## src/rtl/atm_pkg.sv

```systemverilog
// Shared encodings for the ATM core: opcodes, FSM states, error codes and
// the factory PIN table.
package atm_pkg;

  localparam logic [2:0] OP_WITHDRAW = 3'd1;
  localparam logic [2:0] OP_BALANCE  = 3'd3;
  localparam logic [2:0] OP_DEPOSIT  = 3'd5;
  localparam logic [2:0] OP_CHPIN    = 3'd6;

  typedef enum logic [2:0] {
    ST_IDLE     = 3'd0,
    ST_CHECK    = 3'd1,
    ST_MENU     = 3'd2,
    ST_BALANCE  = 3'd3,
    ST_WITHDRAW = 3'd4,
    ST_DEPOSIT  = 3'd5,
    ST_CHPIN    = 3'd6,
    ST_REPORT   = 3'd7
  } state_e;

  typedef enum logic [2:0] {
    ERR_NONE     = 3'd0,
    ERR_BAD_ACC  = 3'd1,
    ERR_BAD_PIN  = 3'd2,
    ERR_LOCKED   = 3'd3,
    ERR_FUNDS    = 3'd4,
    ERR_OVERFLOW = 3'd5,
    ERR_OPCODE   = 3'd6
  } err_e;

  // Factory PIN for account number acc (1-based); the table repeats every 10.
  function automatic logic [15:0] default_pin(input int unsigned acc);
    logic [15:0] p;
    case ((acc - 1) % 10)
      0:       p = 16'd1234;
      1:       p = 16'd2345;
      2:       p = 16'd3456;
      3:       p = 16'd4567;
      4:       p = 16'd5678;
      5:       p = 16'd6789;
      6:       p = 16'd7890;
      7:       p = 16'd8901;
      8:       p = 16'd9012;
      default: p = 16'd7123;
    endcase
    return p;
  endfunction

endpackage

```

## src/rtl/atm_account_bank.sv

```systemverilog
// Per-account storage: balance, PIN and consecutive-failure count.
// One combinational read port, one synchronous whole-record write port.
module atm_account_bank
  import atm_pkg::*;
#(
  parameter int unsigned N_ACC     = 10,
  parameter int unsigned ACC_W     = 4,
  parameter int unsigned AMT_W     = 16,
  parameter int unsigned PIN_W     = 16,
  parameter int unsigned MAX_TRIES = 3,
  parameter int unsigned INIT_BAL  = 1000,
  parameter int unsigned FAIL_W    = $clog2(MAX_TRIES + 1)
) (
  input  logic              clk,
  input  logic              rst,
  input  logic [ACC_W-1:0]  rd_acc_i,
  output logic [AMT_W-1:0]  rd_bal_o,
  output logic [PIN_W-1:0]  rd_pin_o,
  output logic [FAIL_W-1:0] rd_fail_o,
  input  logic              we_i,
  input  logic [ACC_W-1:0]  wr_acc_i,
  input  logic [AMT_W-1:0]  wr_bal_i,
  input  logic [PIN_W-1:0]  wr_pin_i,
  input  logic [FAIL_W-1:0] wr_fail_i
);

  logic [AMT_W-1:0]  bal_q  [1:N_ACC];
  logic [PIN_W-1:0]  pin_q  [1:N_ACC];
  logic [FAIL_W-1:0] fail_q [1:N_ACC];

  logic rd_ok, wr_ok;
  assign rd_ok = (rd_acc_i != '0) && (rd_acc_i <= ACC_W'(N_ACC));
  assign wr_ok = (wr_acc_i != '0) && (wr_acc_i <= ACC_W'(N_ACC));

  // Read port: out-of-range account numbers read as all zeros.
  always_comb begin
    rd_bal_o  = '0;
    rd_pin_o  = '0;
    rd_fail_o = '0;
    if (rd_ok) begin
      rd_bal_o  = bal_q[rd_acc_i];
      rd_pin_o  = pin_q[rd_acc_i];
      rd_fail_o = fail_q[rd_acc_i];
    end
  end

  // Record storage: reset restores factory balances and PINs.
  always_ff @(posedge clk or negedge rst) begin
    if (!rst) begin
      for (int unsigned i = 1; i <= N_ACC; i++) begin
        bal_q[i]  <= AMT_W'(INIT_BAL);
        pin_q[i]  <= PIN_W'(default_pin(i));
        fail_q[i] <= '0;
      end
    end else if (we_i && wr_ok) begin
      bal_q[wr_acc_i]  <= wr_bal_i;
      pin_q[wr_acc_i]  <= wr_pin_i;
      fail_q[wr_acc_i] <= wr_fail_i;
    end
  end

endmodule

```

## src/rtl/atm_core.sv

```systemverilog
// ATM transaction core: accepts one request at a time, authenticates it
// against the account bank, performs the operation and reports the result.
module atm_core
  import atm_pkg::*;
#(
  parameter int unsigned N_ACC     = 10,
  parameter int unsigned ACC_W     = 4,
  parameter int unsigned AMT_W     = 16,
  parameter int unsigned PIN_W     = 16,
  parameter int unsigned MAX_TRIES = 3,
  parameter int unsigned INIT_BAL  = 1000
) (
  input  logic             clk,
  input  logic             rst,
  input  logic             req_valid,
  output logic             req_ready,
  input  logic [2:0]       operation,
  input  logic [ACC_W-1:0] acc_num,
  input  logic [PIN_W-1:0] pin,
  input  logic [PIN_W-1:0] newPin,
  input  logic [AMT_W-1:0] amount,
  input  logic             language,
  output logic [AMT_W-1:0] balance,
  output logic             success,
  output logic             done,
  output logic [2:0]       err,
  output logic             lang_out,
  output logic [2:0]       state
);

  localparam int unsigned FAIL_W = $clog2(MAX_TRIES + 1);

  state_e           state_q;
  logic [2:0]       op_q;
  logic [ACC_W-1:0] acc_q;
  logic [PIN_W-1:0] pin_q, newpin_q;
  logic [AMT_W-1:0] amt_q, balance_q;
  logic             lang_q, success_q, done_q, res_ok_q;
  err_e             err_q, res_err_q;

  logic [AMT_W-1:0]  rd_bal, wr_bal;
  logic [PIN_W-1:0]  rd_pin, wr_pin;
  logic [FAIL_W-1:0] rd_fail, wr_fail;
  logic              we;
  logic              acc_bad, locked, pin_ok, funds_short;
  logic [AMT_W:0]    sum;

  atm_account_bank #(
    .N_ACC     (N_ACC),
    .ACC_W     (ACC_W),
    .AMT_W     (AMT_W),
    .PIN_W     (PIN_W),
    .MAX_TRIES (MAX_TRIES),
    .INIT_BAL  (INIT_BAL),
    .FAIL_W    (FAIL_W)
  ) u_bank (
    .clk       (clk),
    .rst       (rst),
    .rd_acc_i  (acc_q),
    .rd_bal_o  (rd_bal),
    .rd_pin_o  (rd_pin),
    .rd_fail_o (rd_fail),
    .we_i      (we),
    .wr_acc_i  (acc_q),
    .wr_bal_i  (wr_bal),
    .wr_pin_i  (wr_pin),
    .wr_fail_i (wr_fail)
  );

  assign acc_bad     = (acc_q == '0) || (acc_q > ACC_W'(N_ACC));
  assign locked      = (rd_fail == FAIL_W'(MAX_TRIES));
  assign pin_ok      = (pin_q == rd_pin);
  assign funds_short = (amt_q > rd_bal);
  assign sum         = {1'b0, rd_bal} + {1'b0, amt_q};

  // Bank write-back: read-modify-write of the selected record, committed on
  // the edge that leaves CHECK or an operation state.
  always_comb begin
    we      = 1'b0;
    wr_bal  = rd_bal;
    wr_pin  = rd_pin;
    wr_fail = rd_fail;
    case (state_q)
      ST_CHECK: begin
        if (!acc_bad && !locked) begin
          we      = 1'b1;
          wr_fail = pin_ok ? '0 : rd_fail + 1'b1;
        end
      end
      ST_WITHDRAW: begin
        we     = !funds_short;
        wr_bal = rd_bal - amt_q;
      end
      ST_DEPOSIT: begin
        we     = !sum[AMT_W];
        wr_bal = sum[AMT_W-1:0];
      end
      ST_CHPIN: begin
        we     = 1'b1;
        wr_pin = newpin_q;
      end
      default: ;
    endcase
  end

  // Transaction FSM; the result is staged in res_*_q and published in REPORT
  // so success/err stay stable between reports.
  always_ff @(posedge clk or negedge rst) begin
    if (!rst) begin
      state_q   <= ST_IDLE;
      op_q      <= '0;
      acc_q     <= '0;
      pin_q     <= '0;
      newpin_q  <= '0;
      amt_q     <= '0;
      lang_q    <= 1'b0;
      balance_q <= '0;
      success_q <= 1'b0;
      done_q    <= 1'b0;
      err_q     <= ERR_NONE;
      res_ok_q  <= 1'b0;
      res_err_q <= ERR_NONE;
    end else begin
      done_q <= 1'b0;
      case (state_q)
        ST_IDLE: begin
          if (req_valid) begin
            op_q     <= operation;
            acc_q    <= acc_num;
            pin_q    <= pin;
            newpin_q <= newPin;
            amt_q    <= amount;
            lang_q   <= language;
            state_q  <= ST_CHECK;
          end
        end
        ST_CHECK: begin
          res_ok_q <= 1'b0;
          if (acc_bad) begin
            res_err_q <= ERR_BAD_ACC;
            state_q   <= ST_REPORT;
          end else if (locked) begin
            res_err_q <= ERR_LOCKED;
            state_q   <= ST_REPORT;
          end else if (!pin_ok) begin
            res_err_q <= ERR_BAD_PIN;
            state_q   <= ST_REPORT;
          end else begin
            res_err_q <= ERR_NONE;
            balance_q <= rd_bal;
            state_q   <= ST_MENU;
          end
        end
        ST_MENU: begin
          case (op_q)
            OP_BALANCE:  state_q <= ST_BALANCE;
            OP_WITHDRAW: state_q <= ST_WITHDRAW;
            OP_DEPOSIT:  state_q <= ST_DEPOSIT;
            OP_CHPIN:    state_q <= ST_CHPIN;
            default: begin
              res_err_q <= ERR_OPCODE;
              state_q   <= ST_REPORT;
            end
          endcase
        end
        ST_BALANCE, ST_CHPIN: begin
          res_ok_q <= 1'b1;
          state_q  <= ST_REPORT;
        end
        ST_WITHDRAW: begin
          if (funds_short) begin
            res_err_q <= ERR_FUNDS;
          end else begin
            res_ok_q  <= 1'b1;
            balance_q <= rd_bal - amt_q;
          end
          state_q <= ST_REPORT;
        end
        ST_DEPOSIT: begin
          if (sum[AMT_W]) begin
            res_err_q <= ERR_OVERFLOW;
          end else begin
            res_ok_q  <= 1'b1;
            balance_q <= sum[AMT_W-1:0];
          end
          state_q <= ST_REPORT;
        end
        ST_REPORT: begin
          success_q <= res_ok_q;
          err_q     <= res_err_q;
          done_q    <= 1'b1;
          state_q   <= ST_IDLE;
        end
        default: state_q <= ST_IDLE;
      endcase
    end
  end

  assign req_ready = (state_q == ST_IDLE);
  assign balance   = balance_q;
  assign success   = success_q;
  assign done      = done_q;
  assign err       = err_q;
  assign lang_out  = lang_q;
  assign state     = state_q;

endmodule

```

## config.mk

```make
export PLATFORM = sky130hd
export DESIGN_NAME = atm_core
export DESIGN_NICKNAME = d
export VERILOG_FILES = /design/src/rtl/atm_pkg.sv /design/src/rtl/atm_account_bank.sv /design/src/rtl/atm_core.sv
export SDC_FILE = /design/constraint.sdc
export NUM_CORES = 1
export LEC_CHECK = 0
export ABC_AREA = 1
export ABC_CLOCK_PERIOD_IN_PS = 9700
export CAP_MARGIN = 25
export CORE_ASPECT_RATIO = 0.6
export CORE_MARGIN = 3
export CORE_UTILIZATION = 60
export DETAILED_ROUTE_END_ITERATION = 8
export HOLD_SLACK_MARGIN = 0.03
export PLACE_DENSITY = 0.77
export SLEW_MARGIN = 15
export SYNTH_ARGS = -nofsm -noshare
export SYNTH_HDL_FRONTEND = slang
export SYNTH_HIERARCHICAL = 1
export SYNTH_SLANG_ARGS = --single-unit
```

## constraint.sdc

```tcl
create_clock -name clk -period 9.7 [get_ports clk]
set_input_delay 0.97 -clock clk [delete_from_list [all_inputs] [get_ports clk]]
set_output_delay 0.97 -clock clk [all_outputs]
set_load 0.01 [all_outputs]
```

==> flow_summary.ini, run 1 <==
[sta]
worst_pin_slew_ps = 1270
max-slew-margin-rel_pct = 14.94
fin_crit_sh_pct = 70.34
finalSetupTns_ps = 0
slew_viol_final = 0
clock_skew_ps = 22.81
grt_setup_unrepaired = false
hold_violations = 0
period_needed_ps = 6823
setup_viol = 0
max_freq_mhz = 146.6

[route]
wl_met2_mm = 27.25
m1WireLength_mm = 31.23
drt-total-wl_mm = 70.51
drcViolationCount = 0
top_layer_used = met5
dr.pass1.iters = 6
drt_iter0_markers = 2907
via_per_inst = 5.785
routedWlPerCell_um = 19.45
met3WireLength_mm = 10.76
vias = 20980
ant_nets = 0

[global_route]
antenna_found_initial = 2
grt_max_degree = 183
track_usage_pct = 35.05
grt_pass1_wl_mm = 110.9
grt_pass1_vias = 19550
grt_overflow_total = 0

[synthesis]
synth_nets = 3198
synth_top_family_by_area = simple AND/OR/NAND/NOR gates
synthSimpleGateAreaFrac_pct = 28.57
ys_seq_elements = 424
synth_compound_gate_area_share_pct = 11.50
ys_async_sr_fraction_pct = 100.0
synth_top_flop_cell = dfrtp_1
avgSynthCellArea_um2 = 7.327
synth.distinct_cells = 43
yosys_warnings = 6
synth_area_um2 = 22740
synthTopCellsByArea = dfrtp_1 (33%), nand2_1 (16%), dfstp_2 (14%)
synth_mux_area_share_pct = 1.139
synth_xor_area_share_pct = 0.03851
synthCells = 3104
synth_common_cells = nand2_1 (990), o21ai_0 (409), inv_1 (344)
synth-edff-count = 0
ys_seq_area_share_pct = 47.33
synth_most_common_cell = nand2_1
synth_top_area_share_pct = 33.01
synth_area_leader_cell = dfrtp_1
synth-adder-area-share_pct = 1.991

[clock_tree]
cts.sinks = 424
postCtsHoldBufs = 0
cts_made_buffers = 40
cts_resized = 0
cts_tree = yes
post_cts_buffers = 0
cts_buffer_depth = 3
clk_latency_ps = 560
cts-root-buf = clkbuf_16
h-tree-depth = 2
clkTransAtPathRegs_ps = 60

[floorplan]
pin_count = 85
die_y_um = 156.8
die_x_um = 257.4
row_count = 54
start_util_pct = 61.77
core_area_um2 = 36820
fp.dieArea_um2 = 40360

[cells_and_area]
multi_input_area_um2 = 9869
synthToLayoutAreaGrowth_pct = 10.42
num_antenna_cells = 0
regArea_um2 = 10770
final_nets = 3185
drive_gt1_share_pct = 10.35
n_fill_cell = 3036

[setup_path]
worst-setup-path-type = register to register
critPathMaxFanout = 78
cp-end-kind = register
startpoint_type = register
cp.required_ps = 10100
arrival_ps = 7220

[run_status]
status = finished clean

[job]
cap_viol_max_count = 0

[placed_design]
hpwlAfterDp_mm = 45.64
io_buffers = 84
place_congestion = 0.9819

[min_path]
worstHoldPathType = input pin to async pin
area by class of cell:
| type | count | area share, % |
|---|---|---|
| timing repair buffer | 122 | 4.633 |
| inverter | 357 | 5.356 |
| tap | 504 | 2.511 |
| multi-input combinational | 2146 | 39.30 |
| clock inverter | 18 | 0.7324 |
| clock buffer | 55 | 4.579 |
| sequential | 424 | 42.89 |
cell usage in the layout (no fill, tap or decap), types with 34 or more instances in the layout:
cell type        instances
clkbuf_16               42
nand2_1                989
dfrtp_1                297
clkdlybuf4s50_1         83
a21oi_1                 78
buf_4                   36
nand3_1                295
inv_1                  343
nor2_1                 203
or2_2                   34
dfstp_2                124
o21ai_0                409
state kept, by name, indices dropped and copies added (netlist names):
| register | cells |
|---|---|
| acc_q | 4 |
| amt_q | 16 |
| balance | 16 |
| done | 1 |
| err | 3 |
| lang_out | 1 |
| newpin_q | 16 |
| op_q | 3 |
| pin_q | 16 |
| res_err_q | 3 |
| res_ok_q | 1 |
| state | 3 |
| success | 1 |
| u_bank/bal_q | 160 |
| u_bank/fail_q | 20 |
| u_bank/pin_q | 160 |
logic make-up after synthesis:
family                   count (synthesis)
multiplexers                            23
AO/OA/AOI/OAI                          517
flip-flops                             424
XOR/XNOR                                 1
AND/OR/NAND/NOR                       1570
buffers and inverters                  534
adder cells (fa/ha/maj)                 35
path summary, 6_finish.rpt:
| kind | from | end | slack, ps | cells after the start |
|---|---|---|---|---|
| worst min-delay path | rst | balance[7] | 440 | 1 |
| worst min register to register | balance[2] | balance[2] | 470 | 2 |
| min in group clk | balance[2] | balance[2] | 470 | 2 |
| max in group asynchronous | rst | acc_q[0] | 7030 | 4 |
| worst max register to register | acc_q[0] | u_bank/pin_q[62] | 2880 | 24 |
| worst max-delay path | acc_q[0] | u_bank/pin_q[62] | 2880 | 24 |
metal layers:
layer / GRT usage (%) / up-vias
met2: 47.07 / 1211
met3: 12.91 / 115
met4: 7.451 / 4
met5: 0 / -
li1: - / 9743
met1: 53.77 / 9903
through the flow:
step / util (%) / std cells / hold WS [ps] / cell area (µm²) / setup WS (ps)
6_report: 68.20 / 3626 / 441.7 / 25110 / 2877
3_5_place_dp: 64.49 / 3551 / 457.2 / 23750 / 3154
2_1_floorplan: - / 3104 / 445.5 / 22740 / 6095
5_1_grt: 68.20 / 3626 / 484.2 / 25110 / 2609
4_1_cts: 68.11 / 3624 / 461.9 / 25080 / 3144
3_3_place_gp: 64.49 / 3551 / 457.5 / 23750 / 3377
worst max-delay path: stages, from the launching register on:
cell and delay [ps]:
dfrtp_4 800, buf_4 620, buf_4 780, nor2_1 120, nor2_1 110, nand2_1 80, nand2_1 70, nand3_1 70
nand2_1 250, inv_1 80, ha_1 230, fa_1 440, nor2_1 160, o21ai_1 90, nand2_2 80, nand2_1 80
nand2_1 70, nand2_1 50, nand2_1 110, inv_1 60, nand3_1 360, nand3_1 360, nor2_4 760, buf_4 520
o21ai_0 170
Power of run 1 is not shown: default switching activity piles up to over one toggle a cycle in this logic, so the estimate is an artifact.
==> run 2, diff against run 1 <==
- ABC_CLOCK_PERIOD_IN_PS: 9700 -> 6700
- clock period: 9.7 -> 6.7 ns (I/O delays scaled with it)
==> run 2 against run 1 <==
  * Non-clock buffer count is 6 higher
  * Via count is 0.40% lower
  * First-iteration DRC count is 6.3% higher
  * Clock skew hardly changed
  * Wire length is 2.0% higher
  * Final area is 0.59% higher
  * Sequential share of layout area is 0.25 points lower
  * Fmax is 27% higher
  * Setup slack worse by 1600 ps
  * Hold slack worse by 250 ps
  * Critical path type unchanged
==> flow_summary.ini, run 2 (same netlist as run 1, synthesis figures left out) <==
[setup_path]
worst-setup-path-type = register to register
path_common_cell = nand2_1
crit_path_top_delay_cell = inv_1
path_delay_family = simple AND/OR/NAND/NOR gates
cp-end-kind = register
critPathMaxFanout = 58
startpoint_type = register
worst-path-buf-inv = 5
cp.required_ps = 7110
path_cells = inv_1 > buf_4 > nand2_1 > inv_1 > nand2_1 > nand3_1 > nand2_1 > ha_1 > nand2_1 > nor2_1 > o21ai_1 > nand2_2 > nand2_1 > nand2_1 > nand2_1 > nand2_1 > inv_1 > nand3_1 > nand3_1 > nor2_4 > buf_4 > o21ai_0
cp_slowest_stage_delay_ps = 840
arrival_ps = 5790

[run_status]
status = finished clean

[cells_and_area]
drive_gt1_share_pct = 10.60
biggestRegsByFlops = u_bank/bal_q: 160 flops, u_bank/pin_q: 160 flops, u_bank/fail_q: 20 flops
final_common_cell = nand2_1
final_nets = 3192
synthToLayoutAreaGrowth_pct = 11.07
layout_common_cells = nand2_1 (988), o21ai_0 (409), inv_1 (344), dfrtp_1 (297), nand3_1 (295)
num_antenna_cells = 0

[floorplan]
die_y_um = 156.8
fp.dieArea_um2 = 40360
start_util_pct = 61.77
pin_count = 85
die_x_um = 257.4
core_area_um2 = 36820
row_count = 54

[sta]
period_needed_ps = 5383
hold_violations = 0
max_freq_mhz = 185.8
worst_pin_slew_ps = 1151
finalSetupTns_ps = 0
clock_skew_ps = 22.71
max-slew-margin-rel_pct = 23.18
setup_viol = 0
fin_crit_sh_pct = 80.35
worst_slack_ps = 1317
holdWs_ps = 193.3
slew_viol_final = 0
grt_setup_unrepaired = false

[global_route]
grt_max_degree = 180
grt_pass1_wl_mm = 111.6
track_usage_pct = 35.62
grt_overflow_total = 0
antenna_found_initial = 0
grt_pass1_vias = 19640

[power_and_ir_drop]
p_per_area_nw_per_um2 = 605.3
ir_drop_mv = 0.3899
p_leak_nw = 12.39

[min_path]
worstHoldPathType = input pin to async pin

[clock_tree]
h-tree-depth = 2
cts_resized = 0
clk_latency_ps = 570
cts-root-buf = clkbuf_16
post_cts_buffers = 0
clkTransAtPathRegs_ps = 70
postCtsHoldBufs = 0
cts_tree = yes
cts_made_buffers = 41
cts_buffer_depth = 3
cts.sinks = 424

[placed_design]
place_congestion = 0.9605
io_buffers = 84
preCtsSetupSlack_ps = 1536
hpwlAfterDp_mm = 46.59

[route]
ant_nets = 0
via_per_inst = 5.748
routedWlPerCell_um = 19.79
vias = 20890
drt-total-wl_mm = 71.93
drt_iter0_markers = 3090
dr.pass1.iters = 6
drcViolationCount = 0

[job]
cap_viol_max_count = 0
-- run 2: changes by cell type in the layout (fill, tap and decap cells not counted), sizes merged --
| cell | before | now |
|---|---|---|
| buf | 39 | 45 |
| inv | 355 | 357 |
| clkinv | 14 | 10 |
| clkinvlp | 3 | 0 |
| clkbuf | 55 | 65 |
| bufinv | 3 | 1 |
-- run 2: cell type report --
cell class                 count  area (µm²)
clock inverter                11       118.9
fill                        3041       11560
timing repair buffer         128        1246
multi-input combinational   2146        9872
tap                          504       630.6
inverter                     357        1345
sequential                   424       10770
clock buffer                  65        1277
-- run 2: metrics by stage --
| stage | cell area, µm² | total power [mW] | instances | utilization, % |
|---|---|---|---|---|
| after floorplan | 22740 | 9.644 | 3104 | - |
| after global placement | 23830 | 12.30 | 3557 | 64.72 |
| after detailed placement | 23830 | 12.49 | 3557 | 64.72 |
| after CTS | 25230 | 14.96 | 3633 | 68.51 |
| after global routing | 25260 | 16.35 | 3635 | 68.60 |
| final | 25260 | 15.29 | 3635 | 68.60 |
-- run 2: report_power, final --
part,switching [mW],total [mW],leakage (nW),internal (mW)
sequential,0.537,4.34,5.15,3.80
combinational,6.21,8.54,6.55,2.33
clock,1.05,2.41,0.693,1.36
total,7.79,15.3,12.4,7.50
-- run 2: path summary, 6_finish.rpt --
check                      startpoint          endpoint  slack [ps]  depth (start not counted)
setup / recovery             acc_q[2]  u_bank/bal_q[61]        1320                         22
setup reg to reg             acc_q[2]  u_bank/bal_q[61]        1320                         22
min in group clk           balance[7]        balance[7]         470                          2
max in group asynchronous         rst          acc_q[0]        4920                          2
hold / removal                    rst        balance[0]         190                          1
hold reg to reg            balance[7]        balance[7]         470                          2
-- run 2: metal layers --
metal  part of all wire [%]  track usage (%)  vias to the layer above
li1                       -                -                     9754
met1                     44            53.73                     9823
met2                     39            47.50                     1199
met3                     15            14.60                      117
met4                    2.0            8.014                        0
met5                      0                0                        -
(Power assumes the default switching activity.)
